--- config.mk ---
export PLATFORM = sky130hd
export DESIGN_NAME = mem_bus_dma
export DESIGN_NICKNAME = d
export VERILOG_FILES = /design/src/rtl/mem_bus_dma_pkg.sv /design/src/rtl/dma_addr_ctr.sv /design/src/rtl/mem_bus_dma.sv
export SDC_FILE = /design/constraint.sdc
export NUM_CORES = 1
export LEC_CHECK = 0
export ABC_AREA = 1
export CORE_UTILIZATION = 49
export DETAILED_ROUTE_END_ITERATION = 6
export PLACE_DENSITY = 0.78
export SYNTH_ARGS = -nofsm -noshare
export SYNTH_HDL_FRONTEND = slang
export SYNTH_HIERARCHICAL = 1
export SYNTH_SLANG_ARGS = --single-unit
--- constraint.sdc ---
create_clock -name clk -period 1.94 [get_ports clk]
set_input_delay 0.582 -clock clk [delete_from_list [all_inputs] [get_ports clk]]
set_output_delay 0.582 -clock clk [all_outputs]
set_load 0.1 [all_outputs]
--- src/rtl/mem_bus_dma_pkg.sv ---
// mem_bus_dma_pkg: shared bus command codes and DMA state encodings.
`default_nettype none

package mem_bus_dma_pkg;

    localparam logic [1:0] MNONE  = 2'b00;
    localparam logic [1:0] MREAD  = 2'b01;
    localparam logic [1:0] MWRITE = 2'b10;

    localparam int          DMA_STATE_W  = 5;
    localparam logic [4:0]  DMA_IDLE     = 5'b00001;
    localparam logic [4:0]  DMA_RD_ADDR  = 5'b00010;
    localparam logic [4:0]  DMA_RD_WAIT  = 5'b00100;
    localparam logic [4:0]  DMA_WR       = 5'b01000;
    localparam logic [4:0]  DMA_DONE     = 5'b10000;

endpackage

`default_nettype wire

--- src/rtl/dma_addr_ctr.sv ---
// dma_addr_ctr: address register with synchronous load and wrapping increment.
`default_nettype none

module dma_addr_ctr #(
    parameter int AW = 9
) (
    input  logic          clk,
    input  logic          rst_n,
    input  logic          load_i,
    input  logic [AW-1:0] val_i,
    input  logic          inc_i,
    output logic [AW-1:0] q_o
);

    logic [AW-1:0] cnt_q;
    logic [AW-1:0] cnt_d;

    // Load wins over increment; the increment wraps modulo 2^AW.
    always_comb begin
        cnt_d = cnt_q;
        if (load_i) begin
            cnt_d = val_i;
        end else if (inc_i) begin
            cnt_d = cnt_q + 1'b1;
        end
    end

    always_ff @(posedge clk or negedge rst_n) begin
        if (!rst_n) begin
            cnt_q <= '0;
        end else begin
            cnt_q <= cnt_d;
        end
    end

    assign q_o = cnt_q;

endmodule

`default_nettype wire

--- src/rtl/mem_bus_dma.sv ---
// mem_bus_dma: memory-bus initiator copying len 16-bit words from src to dst,
// three cycles per word (read address, read wait, write).
`default_nettype none

module mem_bus_dma
    import mem_bus_dma_pkg::*;
#(
    parameter int AW = 9,
    parameter int DW = 16
) (
    input  logic          clk,
    input  logic          reset,
    input  logic          start,
    input  logic [AW-1:0] src_addr,
    input  logic [AW-1:0] dst_addr,
    input  logic [AW-1:0] len,
    input  logic [DW-1:0] r_data,
    output logic [1:0]    mem_cmd,
    output logic [AW-1:0] mem_addr,
    output logic [DW-1:0] w_data,
    output logic          busy,
    output logic          done
);

    logic [DMA_STATE_W-1:0] state_q;
    logic [DMA_STATE_W-1:0] state_d;
    logic [AW-1:0]          rem_q;
    logic [AW-1:0]          rem_d;
    logic [DW-1:0]          data_q;
    logic [DW-1:0]          data_d;
    logic [AW-1:0]          cur_src;
    logic [AW-1:0]          cur_dst;
    logic                   accept;
    logic                   in_wr;

    assign accept = (state_q == DMA_IDLE) && start;
    assign in_wr  = (state_q == DMA_WR);

    dma_addr_ctr #(.AW(AW)) u_src_ctr (
        .clk    (clk),
        .rst_n  (reset),
        .load_i (accept),
        .val_i  (src_addr),
        .inc_i  (in_wr),
        .q_o    (cur_src)
    );

    dma_addr_ctr #(.AW(AW)) u_dst_ctr (
        .clk    (clk),
        .rst_n  (reset),
        .load_i (accept),
        .val_i  (dst_addr),
        .inc_i  (in_wr),
        .q_o    (cur_dst)
    );

    always_ff @(posedge clk or negedge reset) begin
        if (!reset) begin
            state_q <= DMA_IDLE;
            rem_q   <= '0;
            data_q  <= '0;
        end else begin
            state_q <= state_d;
            rem_q   <= rem_d;
            data_q  <= data_d;
        end
    end

    // Read data is registered by the responder, so it is only valid in RD_WAIT.
    always_comb begin
        state_d = state_q;
        rem_d   = rem_q;
        data_d  = data_q;
        case (state_q)
            DMA_IDLE: begin
                if (start) begin
                    rem_d   = len;
                    state_d = (len == '0) ? DMA_DONE : DMA_RD_ADDR;
                end
            end
            DMA_RD_ADDR: state_d = DMA_RD_WAIT;
            DMA_RD_WAIT: begin
                data_d  = r_data;
                state_d = DMA_WR;
            end
            DMA_WR: begin
                rem_d   = rem_q - 1'b1;
                state_d = (rem_q == AW'(1)) ? DMA_DONE : DMA_RD_ADDR;
            end
            DMA_DONE: state_d = DMA_IDLE;
            default:  state_d = DMA_IDLE;
        endcase
    end

    always_comb begin
        mem_cmd  = MNONE;
        mem_addr = '0;
        busy     = 1'b1;
        done     = 1'b0;
        case (state_q)
            DMA_IDLE: busy = 1'b0;
            DMA_RD_ADDR, DMA_RD_WAIT: begin
                mem_cmd  = MREAD;
                mem_addr = cur_src;
            end
            DMA_WR: begin
                mem_cmd  = MWRITE;
                mem_addr = cur_dst;
            end
            DMA_DONE: done = 1'b1;
            default:  busy = 1'b0;
        endcase
    end

    assign w_data = data_q;

endmodule

`default_nettype wire

* Word-level counts from Yosys, hierarchy flattened
Index checks and enable logic that the tools add are counted.
Storage, ports and cells: register bits 48, bits of input ports 46, output and inout port bits 29, word-level logic and storage cells 36
Operators by class: add/sub/neg operators 3, eq/ne operators 7, mux-type cells 14, reductions and logical operators 7
Operator list (number):
- 2-to-1 mux 9 bit | 5
- one-hot mux 9 bit (2 select lines) | 2
- one-hot mux 5 bit (4 select lines) | 1
- adder 9 x 1 -> 9 bit, second input constant | 2
- 2-to-1 mux 5 bit | 3
- equality test 9 x 1 -> 1 bit, second input constant | 1
- zero test 9 bit | 1
- subtractor 9 x 1 -> 9 bit, second input constant | 1
- equality test 5 x 1 -> 1 bit, second input constant | 1
- equality test 5 x 2 -> 1 bit, second input constant | 1
- equality test 5 x 3 -> 1 bit, second input constant | 1
- equality test 5 x 4 -> 1 bit, second input constant | 1
- equality test 5 bit, second input constant | 1
- one-hot mux 2 bit (2 select lines) | 1
- nonzero test 2 bit | 2
- OR reduction 4 bit | 1
- 2-to-1 mux 1 bit | 2
- != test 2 bit, second input constant | 1
- AND reduction 2 bit | 1
- OR reduction 2 bit | 1
- logical AND 1 bit | 1

* Depth between registers and ports, before layout
depth after elaboration 4, mapped depth 10, gate-level depth less buffers 10

* Hierarchy
The synthesis kept the hierarchy.
By module, submodules not included:
- mem_bus_dma | times used 1, cells an instance 250, area an instance 1741.7 sq um, sequential area each 752.0 sq um
- dma_addr_ctr | times used 2, cells an instance 75, area an instance 554.3 sq um, sequential area each 225.2 sq um

* Worst setup path before layout
Ideal clock, no wire load.
path kind register -> output, start reg state_q[1], end out mem_addr[0], arrival time 1.894 ns, required time 1.358 ns, setup slack -0.536 ns, cell stages (with the launch flop) 8, path buffers 0, cell sequence dfrtp_1 nor2_4 nand4_4 inv_4 nor2_2 inv_4 nand2_1 nand2_1
Between the ends: longest elaborated chain between the ends 3, elaborated cells between the ends (all ways) 5, those cells by class 3 x eq/ne; 1 x mux; 1 x reduce/logical
RTL lines:
- start: declaration | RTL line mem_bus_dma.sv:25 | logic [DMA_STATE_W-1:0] state_q;
- start signal: assignment | RTL line mem_bus_dma.sv:63 | state_q <= state_d;
- equality test 5 x 3 -> 1 bit or equality test 5 x 2 -> 1 bit (tied branches) | RTL line mem_bus_dma.sv:100 | case (state_q)
- OR reduction 2 bit
- one-hot mux 9 bit (2 select lines) (*) | RTL line mem_bus_dma.sv:100
- end: declaration | RTL line mem_bus_dma.sv:19 | output logic [AW-1:0] mem_addr,
Mark *: on every way between the ends. The rest lies on a longest branch, timed or not.

* Final worst setup path
start reg state_q[0], end out mem_addr[5]
The elaborated chain is that of the path after synthesis.

==> flow_summary.yaml <==
route:
  drt.antenna.violating_nets: 0
  avgRoutedWirePerCell_um: 14.6
  vias: 3006
  routed_wl_mm: 8.43
  dr.first_iter.drc_count: 243
  first_pass_iters: 5
  viasPerCell: 5.22
  drc: 0
clocking:
  clock_sinks: 48
  cts.path.max_buffers: 2
  worstSkewPairLatency_ps: 310
  htreeDepth: 2
  root_buffer: "clkbuf_8"
  cts_tree: "done"
  ctsHoldBuffers: 0
  numCtsBuffers: 5
  path_clk_slew_ps: 90
global_routing:
  grt.total_usage_pct: 29.1
  grt_pass1_wl_mm: 13.7
  overflow: 0
  grt_max_degree: 49
  grt_pass1_vias: 2939
  antenna_found_initial: 0
yosys:
  synth_nets: 450
  ys_warn_count: 6
  synth_top_area_share_pct: 41.3
  synth-seq-cells: 48
  async_flop_share_pct: 100
  syn-cell-area_mm2: 0.00285
  synth-main-ff-cell: "dfrtp_1"
  synthTopCellsByCount: "178 x nand2_1, 47 x dfrtp_1, 38 x nand3_1, 34 x nor2_1, 31 x inv_1"
  ys_types: 26
  yosysTopAreaCell: "dfrtp_1"
  synth_cells: 400
  syn_avg_cell_area_um2: 7.13
  synth-edff-count: 0
  yosysMostFrequentCell: "nand2_1"
  yosysSeqAreaShare_pct: 42.2
  ys_top_cells_by_area: "dfrtp_1 41%, nand2_1 23%, nand3_1 6.7%"
critical_path:
  slowest_delay_ps: 600
  end_kind: "output port"
  arrival_ps: 1770
  cp_max_fo: 5
  crit_required_ps: 1360
  crit_type: "flop to output port"
  crit_chain: "nor2_4, nand4_4, inv_4, nor2_4, bufinv_16, nand2_8, nand2_8, buf_12"
  cp_slowest_cell: "dfstp_2"
  crit_family: "flip-flops"
  critPathLaunchType: "flop"
  path_buf_inv: 3
sta:
  rsz0062_at_grt: "true"
  finalSetupViolCount: 13
  hold_viol_final: 0
  worst_slew_pin_slew_ps: 322
  setup-tns-final_ps: -4680
  skew_ps: 8.50
  period_needed_ps: 2350
  finalWorstSetupSlack_ps: -411
  maxSlewViolCount: 0
  slew_headroom_pct: 78.5
  fin_crit_sh_pct: 121
  fmax_mhz: 425
place:
  place.gp.congestion: 0.821
  place_area_mm2: 0.00427
  numPortBuffers: 74
  dp.cells: 556
  dpl.hpwl_mm: 5.45
layout:
  final_nets: 553
  syn_to_final_growth_pct: 62.2
  drive_gt1_share_pct: 23.4
  final_cell_area_mm2: 0.00462
  fin_util_pct: 83.4
  fillers: 335
  fin_cells: 576
  num_antenna_cells: 0
power:
  combPwrFrac_pct: 63.3
  powerDensity_mw_per_mm2: 1660
  switchingPower_mw: 4.08
  intPower_mw: 3.61
  ir_drop_mv: 1.65
  finalPower_mw: 7.69
  p_clk_share_pct: 8.4
  p_leak_nw: 2.16
  sw_frac_of_total_pct: 53.1
  p_seq_share_pct: 28.3
floorplan:
  fp-row-count: 27
  dieArea_mm2: 0.00613
  die_h_um: 78.3
  initial_core_util_pct: 51.4
  io_pins: 75
  core_mm2: 0.00554
  die_w_um: 78.3
job:
  cap_viol_max_count: 0
outcome:
  status: "complete, but fails checks"
  violations: "setup timing"
worst_hold_path:
  min_path_type: "input port to asynchronous set/reset pin"
[per-layer routing]
layer | share of wire, % | track usage [%] | up-vias
li1 | - | - | 1466
met2 | 48 | 46.9 | 141
met4 | 3.5 | 12.6 | 0
met3 | 7.4 | 7.91 | 26
met1 | 41 | 36.6 | 1373
met5 | 0 | 0 | -
[cell families after synthesis]
group / share of synthesized area (%)
DFF: 42.2
adders and majority gates: 1.76
xor gates and xnor gates: 0.615
and+or+nand+nor: 40.8
AOI/OAI and AO/OA: 7.55
buffers and inverters: 7.11
[power by group through the flow]
stage	registers, mW	logic [mW]	clock network [mW]
finish	2.17	4.87	0.646
global route	2.25	5.15	0.691
CTS	2.14	4.79	0.659
floorplan	3.12	1.86	0
detailed placement	2.09	4.61	0
global placement	2.08	4.53	0
[final cells by class]
class / count / area [um^2] / area share (%)
timing repair buffer: 103 / 1310 / 28.2
multi-input combinational: 308 / 1750 / 37.9
clock buffer: 6 / 82.6 / 1.79
timing repair inverter: 1 / 11.3 / 0.244
inverter: 36 / 164 / 3.55
clock inverter: 2 / 15.0 / 0.325
tap: 72 / 90.1 / 1.95
sequential: 48 / 1200 / 26.1
[repair_timing]
item / in CTS / in global routing
cloned: 1 / 0
pin swaps: 9 / 4
buffers inserted: 7 / 5
resized for setup: 24 / 7
endpoints found under the setup margin: 13 / 13
[final timing paths]
| check | from | to | slack [ps] | depth (start not counted) |
|---|---|---|---|---|
| setup / recovery | state_q[0] | mem_addr[5] | -410 | 8 |
| hold reg to reg | rem_q[6] | rem_q[6] | 490 | 2 |
| hold / removal | reset | rem_q[2] | 240 | 2 |
| min in group clk | rem_q[6] | rem_q[6] | 490 | 2 |
| max in group asynchronous | reset | state_q[0] | 1420 | 2 |
| setup reg to reg | state_q[4] | u_src_ctr/q_o[2] | 100 | 11 |
[state kept, by name, indices dropped and copies added, names as in the netlist]
name / count
w_data: 16
rem_q: 9
u_src_ctr/q_o: 9
state_q: 5
u_dst_ctr/q_o: 9
[metrics by stage]
stage | setup slack, ps | hold slack, ps
floorplan | -100 | 286
global placement | -45.4 | 467
detailed placement | -114 | 467
CTS | -360 | 255
global route | -454 | 261
finish | -411 | 240
[layout by cell type (no fill, tap or decap), types with 4 or more instances in the layout]
master             n
nand2_1          159
dfrtp_1           45
clkdlybuf4s50_1   44
nand3_1           35
nor2_1            34
buf_12            33
inv_1             28
buf_4             22
nand2_8           14
a22oi_1           14
o21ai_0           10
nor2_4             9
inv_2              6
o21bai_1           6
clkbuf_8           6
nand2_4            4
ha_1               4
Power figures use the tool's default switching activity.
